**src/rtl/bus_arbiter_rr_if.sv**
```systemverilog
// -----------------------------------------------------------------------------
// bus_arbiter_rr_if
// Shared local bus signals between the requesting masters and the arbiter.
//
// Parameters
//    N     number of masters
//    ID_W  width of a master index
//
// Signals (names keep the arbiter-side direction suffixes)
//    barq_i           N     bus request, one bit per master
//    bagd_o           N     bus grant, one-hot or zero
//    grant_id_o       ID_W  index of the current owner
//    busy_o           1     arbiter is in GRANT or XFER
//    address_valid_i  1     owner presents a valid address
//    target_ready_o   1     one-cycle pulse: address accepted
//    data_strobe_o    1     high in every transfer cycle
//    error_o          2     00 none, 01 address timeout, 10 hold timeout, 11 abort
//    error_id_o       ID_W  master index for error_o
//
// Modports
//    master  the requester side (drives requests and address_valid_i)
//    slave   the arbiter side (drives grants, handshake and errors)
// -----------------------------------------------------------------------------
interface bus_arbiter_rr_if #(
   parameter int N    = 4,
   parameter int ID_W = $clog2(N)
);

   logic [N-1:0]    barq_i;
   logic [N-1:0]    bagd_o;
   logic [ID_W-1:0] grant_id_o;
   logic            busy_o;
   logic            address_valid_i;
   logic            target_ready_o;
   logic            data_strobe_o;
   logic [1:0]      error_o;
   logic [ID_W-1:0] error_id_o;

   modport master (
      output barq_i,
      output address_valid_i,
      input  bagd_o,
      input  grant_id_o,
      input  busy_o,
      input  target_ready_o,
      input  data_strobe_o,
      input  error_o,
      input  error_id_o
   );

   modport slave (
      input  barq_i,
      input  address_valid_i,
      output bagd_o,
      output grant_id_o,
      output busy_o,
      output target_ready_o,
      output data_strobe_o,
      output error_o,
      output error_id_o
   );

endinterface

```
**src/rtl/bus_arbiter_rr.sv**
```systemverilog
// -----------------------------------------------------------------------------
// bus_arbiter_rr
// Arbiter for N masters on the shared local bus. Grants one master at a time
// (fixed priority or round-robin), runs the address / target-ready /
// data-strobe handshake, enforces the address and hold timeouts and reports
// every error with a code and the offending master index.
//
// Parameters
//    DEVICE_MAX_NUMBER  number of masters, 2..32
//    ARB_MODE           0 = fixed priority (lowest index), 1 = round-robin
//    CLK_MAX_TIMEOUT    max GRANT cycles waiting for address_valid_i, >= 1
//    CLK_MAX_HOLD       max XFER cycles before forced release, 0 disables
//
// Ports
//    clk    system clock, rising edge
//    reset  synchronous, active-high reset
//    bus    bus_arbiter_rr_if.slave: requests/address valid in,
//           grant, owner id, busy, target ready, data strobe, error out
//
// All outputs come straight from flops.
// -----------------------------------------------------------------------------
module bus_arbiter_rr #(
   parameter int DEVICE_MAX_NUMBER = 4,
   parameter int ARB_MODE          = 1,
   parameter int CLK_MAX_TIMEOUT   = 10,
   parameter int CLK_MAX_HOLD      = 64
) (
   input  logic             clk,
   input  logic             reset,
   bus_arbiter_rr_if.slave  bus
);

   localparam int N     = DEVICE_MAX_NUMBER;
   localparam int ID_W  = $clog2(N);
   localparam int LIM   = (CLK_MAX_TIMEOUT > CLK_MAX_HOLD) ? CLK_MAX_TIMEOUT : CLK_MAX_HOLD;
   localparam int CNT_W = $clog2(LIM + 1);

   localparam logic [CNT_W-1:0] TMO_LAST  = CNT_W'(CLK_MAX_TIMEOUT - 1);
   localparam logic [CNT_W-1:0] HOLD_LAST = CNT_W'((CLK_MAX_HOLD == 0) ? 0 : CLK_MAX_HOLD - 1);
   localparam logic [CNT_W-1:0] CNT_SAT   = {CNT_W{1'b1}};

   localparam logic [1:0] ERR_NONE  = 2'b00;
   localparam logic [1:0] ERR_ADDR  = 2'b01;
   localparam logic [1:0] ERR_HOLD  = 2'b10;
   localparam logic [1:0] ERR_ABORT = 2'b11;

   typedef enum logic [1:0] {
      S_IDLE    = 2'd0,
      S_GRANT   = 2'd1,
      S_XFER    = 2'd2,
      S_RELEASE = 2'd3
   } state_t;

   state_t           state_q, state_d;
   logic [CNT_W-1:0] counter_q, counter_d;
   logic [ID_W-1:0]  ptr_q, ptr_d;
   logic [ID_W-1:0]  owner_q, owner_d;
   logic [1:0]       err_code_s;

   logic [N-1:0]     bagd_q, bagd_d;
   logic [ID_W-1:0]  grant_id_q, grant_id_d;
   logic             busy_q, busy_d;
   logic             target_ready_q, target_ready_d;
   logic             data_strobe_q, data_strobe_d;
   logic [1:0]       error_q, error_d;
   logic [ID_W-1:0]  error_id_q, error_id_d;

   // First requesting index at or above start, wrapping from N-1 to 0.
   function automatic logic [ID_W-1:0] pick_winner(input logic [N-1:0]    req,
                                                   input logic [ID_W-1:0] start);
      logic            found;
      logic [ID_W:0]   idx;
      pick_winner = {ID_W{1'b0}};
      found       = 1'b0;
      for (int i = 0; i < N; i++) begin
         idx = {1'b0, start} + (ID_W + 1)'(i);
         if (idx >= (ID_W + 1)'(N)) begin
            idx = idx - (ID_W + 1)'(N);
         end else begin
            idx = idx;
         end
         if (!found && req[idx[ID_W-1:0]]) begin
            pick_winner = idx[ID_W-1:0];
            found       = 1'b1;
         end else begin
            found = found;
         end
      end
   endfunction

   // Index following idx, wrapping from N-1 to 0.
   function automatic logic [ID_W-1:0] next_index(input logic [ID_W-1:0] idx);
      if (idx == ID_W'(N - 1)) begin
         next_index = {ID_W{1'b0}};
      end else begin
         next_index = idx + ID_W'(1);
      end
   endfunction

   // Counter increment that holds at all-ones instead of wrapping.
   function automatic logic [CNT_W-1:0] sat_inc(input logic [CNT_W-1:0] cnt);
      if (cnt == CNT_SAT) begin
         sat_inc = cnt;
      end else begin
         sat_inc = cnt + CNT_W'(1);
      end
   endfunction

   // State, bookkeeping and output registers with synchronous reset.
   always_ff @(posedge clk) begin
      if (reset) begin
         state_q        <= S_IDLE;
         counter_q      <= {CNT_W{1'b0}};
         ptr_q          <= {ID_W{1'b0}};
         owner_q        <= {ID_W{1'b0}};
         bagd_q         <= {N{1'b0}};
         grant_id_q     <= {ID_W{1'b0}};
         busy_q         <= 1'b0;
         target_ready_q <= 1'b0;
         data_strobe_q  <= 1'b0;
         error_q        <= 2'b00;
         error_id_q     <= {ID_W{1'b0}};
      end else begin
         state_q        <= state_d;
         counter_q      <= counter_d;
         ptr_q          <= ptr_d;
         owner_q        <= owner_d;
         bagd_q         <= bagd_d;
         grant_id_q     <= grant_id_d;
         busy_q         <= busy_d;
         target_ready_q <= target_ready_d;
         data_strobe_q  <= data_strobe_d;
         error_q        <= error_d;
         error_id_q     <= error_id_d;
      end
   end

   // Next state, counter, pointer, owner and the error raised on this transition.
   always_comb begin
      state_d    = state_q;
      counter_d  = counter_q;
      ptr_d      = ptr_q;
      owner_d    = owner_q;
      err_code_s = ERR_NONE;
      case (state_q)
         S_IDLE: begin
            counter_d = {CNT_W{1'b0}};
            if (bus.barq_i != {N{1'b0}}) begin
               // Fixed priority is round-robin with the search always starting at 0.
               owner_d = pick_winner(bus.barq_i, (ARB_MODE == 0) ? {ID_W{1'b0}} : ptr_q);
               state_d = S_GRANT;
            end else begin
               state_d = S_IDLE;
            end
         end
         S_GRANT: begin
            counter_d = sat_inc(counter_q);
            if (!bus.barq_i[owner_q]) begin
               err_code_s = ERR_ABORT;
               state_d    = S_RELEASE;
            end else if (bus.address_valid_i) begin
               counter_d = {CNT_W{1'b0}};
               state_d   = S_XFER;
            end else if (counter_q == TMO_LAST) begin
               err_code_s = ERR_ADDR;
               state_d    = S_RELEASE;
            end else begin
               state_d = S_GRANT;
            end
         end
         S_XFER: begin
            counter_d = sat_inc(counter_q);
            if (!bus.barq_i[owner_q]) begin
               state_d = S_RELEASE;
            end else if ((CLK_MAX_HOLD != 0) && (counter_q == HOLD_LAST)) begin
               err_code_s = ERR_HOLD;
               state_d    = S_RELEASE;
            end else begin
               state_d = S_XFER;
            end
         end
         S_RELEASE: begin
            counter_d = {CNT_W{1'b0}};
            ptr_d     = next_index(owner_q);
            state_d   = S_IDLE;
         end
         default: begin
            counter_d = {CNT_W{1'b0}};
            state_d   = S_IDLE;
         end
      endcase
   end

   // Output values for the coming cycle, derived from the state being entered.
   always_comb begin
      bagd_d         = {N{1'b0}};
      grant_id_d     = {ID_W{1'b0}};
      busy_d         = 1'b0;
      target_ready_d = 1'b0;
      data_strobe_d  = 1'b0;
      error_d        = ERR_NONE;
      error_id_d     = {ID_W{1'b0}};
      if ((state_d == S_GRANT) || (state_d == S_XFER)) begin
         bagd_d     = {{(N-1){1'b0}}, 1'b1} << owner_d;
         grant_id_d = owner_d;
         busy_d     = 1'b1;
      end else begin
         bagd_d = {N{1'b0}};
      end
      data_strobe_d  = (state_d == S_XFER);
      // Address acceptance is signalled only on the GRANT -> XFER step.
      target_ready_d = (state_q == S_GRANT) && (state_d == S_XFER);
      if (err_code_s != ERR_NONE) begin
         error_d    = err_code_s;
         error_id_d = owner_q;
      end else begin
         error_d = ERR_NONE;
      end
   end

   assign bus.bagd_o         = bagd_q;
   assign bus.grant_id_o     = grant_id_q;
   assign bus.busy_o         = busy_q;
   assign bus.target_ready_o = target_ready_q;
   assign bus.data_strobe_o  = data_strobe_q;
   assign bus.error_o        = error_q;
   assign bus.error_id_o     = error_id_q;

endmodule

```
**src/flat_wrapper.sv**
```systemverilog
// flat-port wrapper written by rule: the top's interface ports become plain ports
module bus_arbiter_rr_flat 
#(
   parameter int DEVICE_MAX_NUMBER = 4,
   parameter int ARB_MODE          = 1,
   parameter int CLK_MAX_TIMEOUT   = 10,
   parameter int CLK_MAX_HOLD      = 64
)
  (clk, reset, bus_barq_i, bus_address_valid_i, bus_bagd_o, bus_grant_id_o, bus_busy_o, bus_target_ready_o, bus_data_strobe_o, bus_error_o, bus_error_id_o);
  bus_arbiter_rr_if #(.N((4))) bus_i ();
  input  logic clk;
  input  logic reset;
  input wire logic [$bits(bus_i.barq_i)-1:0] bus_barq_i;
  input wire logic [$bits(bus_i.address_valid_i)-1:0] bus_address_valid_i;
  output wire logic [$bits(bus_i.bagd_o)-1:0] bus_bagd_o;
  output wire logic [$bits(bus_i.grant_id_o)-1:0] bus_grant_id_o;
  output wire logic [$bits(bus_i.busy_o)-1:0] bus_busy_o;
  output wire logic [$bits(bus_i.target_ready_o)-1:0] bus_target_ready_o;
  output wire logic [$bits(bus_i.data_strobe_o)-1:0] bus_data_strobe_o;
  output wire logic [$bits(bus_i.error_o)-1:0] bus_error_o;
  output wire logic [$bits(bus_i.error_id_o)-1:0] bus_error_id_o;
  assign bus_i.barq_i = bus_barq_i;
  assign bus_i.address_valid_i = bus_address_valid_i;
  assign bus_bagd_o = bus_i.bagd_o;
  assign bus_grant_id_o = bus_i.grant_id_o;
  assign bus_busy_o = bus_i.busy_o;
  assign bus_target_ready_o = bus_i.target_ready_o;
  assign bus_data_strobe_o = bus_i.data_strobe_o;
  assign bus_error_o = bus_i.error_o;
  assign bus_error_id_o = bus_i.error_id_o;
  bus_arbiter_rr #(.DEVICE_MAX_NUMBER(DEVICE_MAX_NUMBER), .ARB_MODE(ARB_MODE), .CLK_MAX_TIMEOUT(CLK_MAX_TIMEOUT), .CLK_MAX_HOLD(CLK_MAX_HOLD)) u_core (.clk(clk), .reset(reset), .bus(bus_i));
endmodule
```
**config.mk**
```make
export PLATFORM = sky130hd
export DESIGN_NAME = bus_arbiter_rr_flat
export DESIGN_NICKNAME = d
export VERILOG_FILES = /design/src/rtl/bus_arbiter_rr_if.sv /design/src/rtl/bus_arbiter_rr.sv /design/src/flat_wrapper.sv
export SDC_FILE = /design/constraint.sdc
export NUM_CORES = 1
export LEC_CHECK = 0
export ABC_CLOCK_PERIOD_IN_PS = 3400
export CAP_MARGIN = 20
export CORE_UTILIZATION = 55
export DETAILED_ROUTE_END_ITERATION = 10
export PLACE_DENSITY_LB_ADDON = 0.25
export SYNTH_ARGS = -nofsm -noshare
export SYNTH_HDL_FRONTEND = slang
export SYNTH_SLANG_ARGS = --single-unit
```
**constraint.sdc**
```tcl
create_clock -name clk -period 3.4 [get_ports clk]
set_clock_uncertainty 0.1 [all_clocks]
set_input_delay 0.68 -clock clk [delete_from_list [all_inputs] [get_ports clk]]
set_output_delay 0.68 -clock clk [all_outputs]
set_load 0.01 [all_outputs]
```
## After elaboration in Yosys (flattened, before gate mapping)

Cells that the tools add are included.

- Logic and storage cells: 111
- Input bits: 7
- Memories: 0
- Bits in latches: 0
- Register bits after elaboration: 26
- Output and inout port bits: 13
- Bits in read-only memories: 0
- RAM bits: 0

- Order comparisons: 9
- Bitwise logic cells: 2
- Shift operators: 1
- Mux-type cells: 56
- Add/sub/neg operators: 9
- Reduce and logical (&&, ||, !) cells: 14
- Divide/modulo/power cells: 0
- $mul: 0
- Equal/unequal tests: 9

Operators with widths:

| cell | count |
|---|---|
| 2-bit 2-to-1 mux | 27 |
| 7-bit 2-to-1 mux | 3 |
| 7-bit case mux with 3 select lines | 1 |
| 1-bit 2-to-1 mux | 18 |
| 2-bit by 3-bit less-than comparator with 1-bit output (second input constant) | 5 |
| 1-bit binary-select mux with 2-bit select | 5 |
| 3-bit >= comparator (second input constant) | 3 |
| 2-bit == test (second input constant) | 4 |
| 2-bit case mux with 4 select lines | 1 |
| 2-bit by 1-bit subtractor with 2-bit output (second input constant) | 4 |
| 7-bit by 1-bit adder with 7-bit output (second input constant) | 1 |
| 7-bit by 4-bit == test with 1-bit output (second input constant) | 1 |
| 7-bit by 6-bit == test with 1-bit output (second input constant) | 1 |
| 7-bit == test (second input constant) | 1 |
| 2-bit by 2-bit adder with 3-bit output (second input constant) | 2 |
| 2-bit OR reduction | 3 |
| 2-bit by 1-bit == test with 1-bit output (second input constant) | 2 |
| 1-bit logical AND | 4 |
| 2-bit case mux with 2 select lines | 1 |
| 4-bit nonzero test | 1 |
| 1-bit by 2-bit left shift with 4-bit output (first input constant) | 1 |
| 2-bit by 1-bit adder with 3-bit output (second input constant) | 1 |
| 2-bit by 3-bit >= comparator with 1-bit output (second input constant) | 1 |
| 1-bit logical NOT | 3 |
| 5 further kinds | 6 |

## Depth between registers and ports, before layout

Gate-level depths: netlist of run 1.

- Word-level depth: 25
- Gate-level depth with buffers: 9
- Mapped depth without buffers: 9

## Worst setup path before layout of run 1

No wires, ideal clock.

- Path kind: input -> register
- From: in bus_barq_i[3]
- To: reg u_core.bagd_q[3], in the netlist u_core.bus.bagd_o[3]
- Data arrival time: 2.049 ns
- Setup slack: 1.191 ns
- Setup time: 0.061 ns
- Required time: 3.239 ns
- Buffers on the path: 0
- Stages: 7
- Cells stage by stage: mux4_2 > o311ai_0 > nand3_1 > nand2_1 > ha_1 > nor2_1 > and3b_1

- Elaborated cells on any way between the ends: 42
- Those cells by class: 2 x eq/ne; 1 x shift; 29 x mux; 1 x bitwise; 9 x reduce/logical

RTL lines:

| element | line | text |
|---|---|---|
| start, declared | flat_wrapper.sv:13 | `input wire logic [$bits(bus_i.barq_i)-1:0] bus_barq_i;` |
| 1-bit binary-select mux with 2-bit select * | bus_arbiter_rr.sv:158, bus_arbiter_rr.sv:173 |  |
| 1-bit 2-to-1 mux (implied by the code) * | bus_arbiter_rr.sv:158, bus_arbiter_rr.sv:173 |  |
| 2-bit 2-to-1 mux * | bus_arbiter_rr.sv:158 | `if (!bus.barq_i[owner_q]) begin` |
| 2-bit case mux with 4 select lines * | bus_arbiter_rr.sv:145 | `case (state_q)` |
| via u_core.state_d[1] | bus_arbiter_rr.sv:54 | `state_t state_q, state_d;` |
| 2-bit by 1-bit == test with 1-bit output or 2-bit == test (tied branches) | bus_arbiter_rr.sv:203 | `if ((state_d == S_GRANT) \|\| (state_d == S_XFER)) begin` |
| 1-bit logical OR * | bus_arbiter_rr.sv:203 |  |
| 1-bit NOT (no source line) * | -- |  |
| 2-bit OR reduction (no source line) * | -- |  |
| end signal, assigned | bus_arbiter_rr.sv:116 | `bagd_q <= {N{1'b0}};` |
| end signal, assigned | bus_arbiter_rr.sv:128 | `bagd_q <= bagd_d;` |
| end, declared | bus_arbiter_rr.sv:60 | `logic [N-1:0] bagd_q, bagd_d;` |

Mark *: on every way through the listed nets, which the timed path passes. The rest lies on a longest branch. The select of a mux whose other input is x is not followed.
A chain may end at the register's enable or synchronous reset.

## Worst setup path in the final report of run 1

- From: in bus_barq_i[2]
- To: reg u_core.bagd_q[3], in the netlist u_core.bus.bagd_o[3]

The elaborated chain is that of the path after synthesis.

==> impl_metrics.toml, run 1 <==
[synthesis]
ys_seq_elements = 26
yosysUniqueCellTypes = 38
synth-main-ff-cell = "dfxtp_1"
netlist_area_um2 = 1204
ys_seq_area_frac = 0.4324
ys_async_sr_fraction = 0
synthCells = 122
netlist.area_leader.share = 0.4324
synth.largest_area_cell = "dfxtp_1"
synth_edf_count = 0
syn_avg_cell_area_um2 = 9.866
yosys_warnings = 0
synth_area_leaders = "dfxtp_1, ha_1, nor2_1, a211oi_2, and2_1"
synth_fp_nets = 138

[final_layout]
stdcell_count = 170
layout.nets = 160
syn2layout_area_growth_pct = 22.35
drive_gt1_frac = 0.07692
diodes = 0
fillers = 141

[floorplan]
rows = 16
io_pins = 20
die_width_um = 48.78
die_h_um = 48.78
initial_utilization = 0.6012
dieArea_um2 = 2379
core_area_um2 = 2002

[flow_run]
maxCapViolations = 0

[clock_network]
clock_latency_ps = 320
clk_pin_slew_worst_paths_ps = 140
cts_sinks = 26
cts_setup_buffers = 0
cts_hold_repair.buffers = 0
cts_inserted_buffers = 3
cts-htree-levels = 1
cts_tree = "done"
cts_max_path_buffers = 2
cts-resized-gates = 0
clockRootBuffer = "clkbuf_4"

[global_route]
grt_pass1_wl_um = 3933
grt_usage = 0.2121
grt_max_degree = 16
overflow = 0
antenna_found_initial = 0
grt_pass1_vias = 908

[placement]
dp.final_hpwl_um = 1622
numPlacedInstances = 166
numPortBuffers = 19
place.gp.congestion = 0.8737

[sta]
final_max_slew_viol_count = 0
finalHoldViolations = 0
worstMarginPinSlew_ps = 666.9
final.period_utilization = 0.7760
slew_headroom = 0.5516
setup_violations = 0
rsz0062_at_grt = "no"
tns_ps = 0
max_freq_mhz = 379.0
period_needed_ps = 2638

[pwr]
ir_drop_uv = 387.1
p_leak_nw = 0.5683
pwr_density_cell_nw_per_um2 = 456.9

[drt]
met2_length_um = 977
final_antenna_net_count = 0
wire_per_inst_um = 12.61
totalWireLength_um = 2143
routed.top_layer = "met4"
drt-met1-wl_um = 1041
vias = 944
wl_met3_um = 100
dr.first_iter.drc_count = 23
vias_per_cell = 5.553
dr.pass1.iters = 4
drc_errors = 0

[setup_path]
crit_chain = "clkdlybuf4s50_1, mux4_2, o311ai_0, nand3_1, nand2_1, ha_1, nor2_1, and3b_1"
crit_path_end_kind = "register"
path_buf_inv = 1
cp_data_required_time_ps = 3580
arrival_ps = 2820
slowest_stage = "mux4_2"
max_stage_delay_ps = 580
cp_top_family = "simple AND/OR/NAND/NOR gates"
cp_max_fo = 8
start_kind = "input port"
crit_type = "in -> reg"

[run_status]
outcome = "finished clean"

[hold_path]
hold_path.class = "reg -> reg"
-- flip-flops by register name (all words and copies together) (netlist names) --
register and flops:
u_core.bus.busy_o 1, u_core.bus.error_id_o 2, u_core.owner_q 2, u_core.state_q 2, u_core.bus.target_ready_o 1, u_core.bus.data_strobe_o 1
u_core.bus.error_o 2, u_core.bus.grant_id_o 2, u_core.counter_q 7, u_core.bus.bagd_o 4, u_core.ptr_q 2
-- cell usage after synthesis (all sizes together), types with 2 or more instances --
cell type,instances
nor3b,2
o21ai,4
nor4,2
ha,9
a31oi,2
and2,6
nand4,2
a211oi,3
nand3,2
nand2,8
nor2,15
o41ai,2
and3,3
nor3,2
clkbuf,2
dfxtp,26
a21oi,4
inv,5
nor2b,4
mux2i,3
-- cells by family after synthesis --
logic type / after synthesis / share of synthesized area
buffers and inverters: 7 / 0.02183
XOR/XNOR: 1 / 0.007278
AND/OR/NAND/NOR: 52 / 0.2432
flip-flops: 26 / 0.4324
adder cells (fa/ha/maj): 9 / 0.09356
AO/OA/AOI/OAI: 23 / 0.1580
multiplexers: 4 / 0.04366
-- through the flow --
step | worst slack (ps) | hold WS [ps] | util | instance area [µm²] | power, mW
after CTS | 783.0 | 433.9 | 0.7356 | 1473 | 0.6788
final | 761.6 | 429.0 | 0.7356 | 1473 | 0.6728
after global placement | 536.7 | 418.0 | 0.7094 | 1420 | 0.4647
after detailed placement | 442.5 | 414.5 | 0.7094 | 1420 | 0.4671
after floorplan | 1191 | 388.1 | - | 1204 | 0.4179
after global routing | 617.3 | 474.0 | 0.7356 | 1473 | 0.7070
-- worst reg2reg max path, stage by stage, from the launching register on --
cell and delay, ps:
dfxtp_1 410, inv_1 110, ha_1 250, and4b_1 240, a221o_1 320, a21oi_1 220
ha_1 300, nor2_1 200, and3b_1 190
-- metal layers --
metal  vias up  global-route usage
met1       436              0.2673
met5         -                   0
li1        486                   -
met4         0             0.06863
met3         2             0.05919
met2        20              0.3495
-- power breakdown --
group          internal (mW)  total [mW]  switching [mW]
registers              0.323       0.335          0.0117
clock network          0.119       0.212          0.0927
logic                 0.0619       0.126          0.0642
-- layout by cell type, fill, tap and decap left out, types with 2 or more instances in the layout --
master and instances:
a211oi_2 3, a21oi_1 4, a31oi_1 2, and2_1 6, and3_1 3, clkbuf_4 3
clkdlybuf4s50_1 19, dfxtp_1 26, ha_1 9, inv_1 5, mux2i_1 3, nand2_1 8
nand3_1 2, nand4_1 2, nor2_1 15, nor2b_1 4, nor4_1 2, o21ai_0 4
o41ai_1 2
-- layout make-up --
cell class                 count  area, µm²  area share
clock inverter                 1      30.03     0.02039
clock buffer                   3      22.52     0.01529
inverter                       5      18.77     0.01274
sequential                    26      520.5      0.3534
timing repair buffer          19      190.2      0.1291
multi-input combinational     89      656.9      0.4461
tap                           27      33.78     0.02294
-- path summary, 6_finish.rpt --
path	from	to	slack, ps	depth (start not counted)
max reg2reg	u_core.state_q[0]$_SDFF_PP0_	u_core.bus.bagd_o[3]$_SDFF_PP0_	1020	8
min	u_core.state_q[1]$_SDFF_PP0_	u_core.state_q[1]$_SDFF_PP0_	430	2
min reg2reg	u_core.state_q[1]$_SDFF_PP0_	u_core.state_q[1]$_SDFF_PP0_	430	2
max	bus_barq_i[2]	u_core.bus.bagd_o[3]$_SDFF_PP0_	760	8
Note: power is estimated with default switching activity, not from simulation.
==> run 2: changes to the inputs <==
--- a/config.mk
+++ b/config.mk
@@ -5,9 +5,9 @@
 export SDC_FILE = /design/constraint.sdc
 export NUM_CORES = 1
 export LEC_CHECK = 0
-export ABC_CLOCK_PERIOD_IN_PS = 3400
+export ABC_CLOCK_PERIOD_IN_PS = 2100
 export CAP_MARGIN = 20
-export CORE_UTILIZATION = 55
+export CORE_UTILIZATION = 46
 export DETAILED_ROUTE_END_ITERATION = 10
 export PLACE_DENSITY_LB_ADDON = 0.25
 export SYNTH_ARGS = -nofsm -noshare
==> constraint.sdc (replaced) <==
create_clock -name clk -period 2.1 [get_ports clk]
set_clock_uncertainty 0.1 [all_clocks]
set_input_delay 0.42 -clock clk [delete_from_list [all_inputs] [get_ports clk]]
set_output_delay 0.42 -clock clk [all_outputs]
set_load 0.01 [all_outputs]
==> run 2 against run 1 <==
  * Global-route usage is essentially flat
  * Cell count increased by 13%
  * Sequential share of layout area down 3.8 points
  * Combinational power up 130%
  * First-iteration DRC count shrank 4.3%
  * Via count grew 12%
  * Routed wire length up 24%
  * Non-clock buffer count increased by 20
  * Final area up 12%
  * Critical path depth decreased by 2
  * Die area grew 19%
  * Largest power group unchanged
==> impl_metrics.toml, run 2 (synthesis results as in run 1) <==
[floorplan]
io_pins = 20
core_area_um2 = 2477
dieArea_um2 = 2825
initial_utilization = 0.4859
die_width_um = 53.16
die_h_um = 53.16
rows = 18

[setup_path]
arrival_ps = 2210
start_kind = "input port"
crit_path_end_kind = "register"
cp_max_fo = 7
crit_type = "in -> reg"
cp_data_required_time_ps = 2250

[pwr]
pwr_density_cell_nw_per_um2 = 630.0
p_int_mw = 0.7475
pwr-share-comb = 0.281
p_leak_nw = 0.6760
clkPwrFrac = 0.201
finalPower_mw = 1.041
power_switching_mw = 0.2930
sw_frac_of_total = 0.2816
ir_drop_uv = 481.0
power_frac_seq = 0.518

[run_status]
outcome = "finished clean"

[drt]
wire_per_inst_um = 13.89
drc_errors = 0
vias = 1058
dr.first_iter.drc_count = 22
dr.pass1.iters = 4
totalWireLength_um = 2667
final_antenna_net_count = 0
vias_per_cell = 5.510

[clock_network]
cts_inserted_buffers = 3
clock_latency_ps = 320
cts_max_path_buffers = 2
cts_tree = "done"
clockRootBuffer = "clkbuf_4"
cts-htree-levels = 1
cts_sinks = 26
clk_pin_slew_worst_paths_ps = 140

[sta]
hold_ws_ps = 466.0
slew_headroom = 0.7403
rsz0062_at_grt = "yes"
worstMarginPinSlew_ps = 384.5
final_max_slew_viol_count = 0
setup_violations = 0
tns_ps = 0
finalHoldViolations = 0
final.period_utilization = 0.9781
period_needed_ps = 2054
setup_ws_ps = 45.91
max_freq_mhz = 486.8

[final_layout]
syn2layout_area_growth_pct = 37.21
postLayoutCoreUtil = 0.6667
final_common_cell = "dfxtp_1"
mostFrequentLayoutCells = "dfxtp_1, buf_4, clkdlybuf4s50_1"
layout.nets = 180
top_register = "u_core.counter_q"
stdcell_area_um2 = 1652
drive_gt1_frac = 0.2284
largest_reg_flops = 7
diodes = 0
stdcell_count = 192

[placement]
numPortBuffers = 19
numPlacedInstances = 187
dp.final_hpwl_um = 2006
placed_area_um2 = 1559
place.gp.congestion = 0.8043
pre_cts_slack_ps = -446.6

[global_route]
grt_pass1_vias = 1000
use_met2 = 0.3671
grt_usage = 0.2117
grt_max_degree = 14
antenna_found_initial = 0
grt_pass1_wl_um = 4209
overflow = 0
met3_usage = 0.03448
met1_usage = 0.2574
gr-max-usage-layer = "met2"

[flow_run]
maxCapViolations = 0

[hold_path]
hold_path.class = "reg -> reg"
-- run 2: worst paths after layout --
path	startpoint	end	slack, ps	cells past startpoint
worst min-delay path	u_core.owner_q[1]$_SDFF_PP0_	u_core.bus.error_id_o[1]$_SDFF_PP0_	470	1
worst min register to register	u_core.owner_q[1]$_SDFF_PP0_	u_core.bus.error_id_o[1]$_SDFF_PP0_	470	1
worst max register to register	u_core.state_q[0]$_SDFF_PP0_	u_core.bus.bagd_o[1]$_SDFF_PP0_	100	8
worst max-delay path	bus_barq_i[3]	u_core.counter_q[4]$_SDFF_PP0_	50	6
-- run 2: worst max-delay path: stages --
cell,delay [ps]
clkdlybuf4s50_1,430
mux4_2,520
buf_4,160
buf_4,140
a311o_4,370
nor3_2,170
-- run 2: metal layers --
metal  wire length (µm)  vias to the layer above
met2               1313                       21
met1               1235                      504
met4                 34                        0
met3                 84                        5
li1                   -                      528
met5                  0                        -
-- run 2: timing repair --
action | 4_1_cts | 5_1_grt
hold buffers | 0 | 0
pin swaps | 4 | 7
endpoints found under the setup margin | 5 | 6
resized for setup | 6 | 6
setup buffers | 0 | 2
-- run 2: power groups by stage --
stage / Sequential, mW / Clock [mW] / Combinational (mW)
floorplan: 0.559 / 0 / 0.117
global placement: 0.549 / 0 / 0.243
detailed placement: 0.550 / 0 / 0.252
CTS: 0.539 / 0.208 / 0.276
global route: 0.543 / 0.230 / 0.321
finish: 0.539 / 0.209 / 0.293
-- run 2: cell type report --
class                   count  area (µm²)
flip-flops and latches     26       521.8
fillers                   221       825.8
repair buffers             39       345.3
inverters                   5       18.77
well taps                  30       37.54
multi-input cells          89       705.7
clock buffers               3       22.52
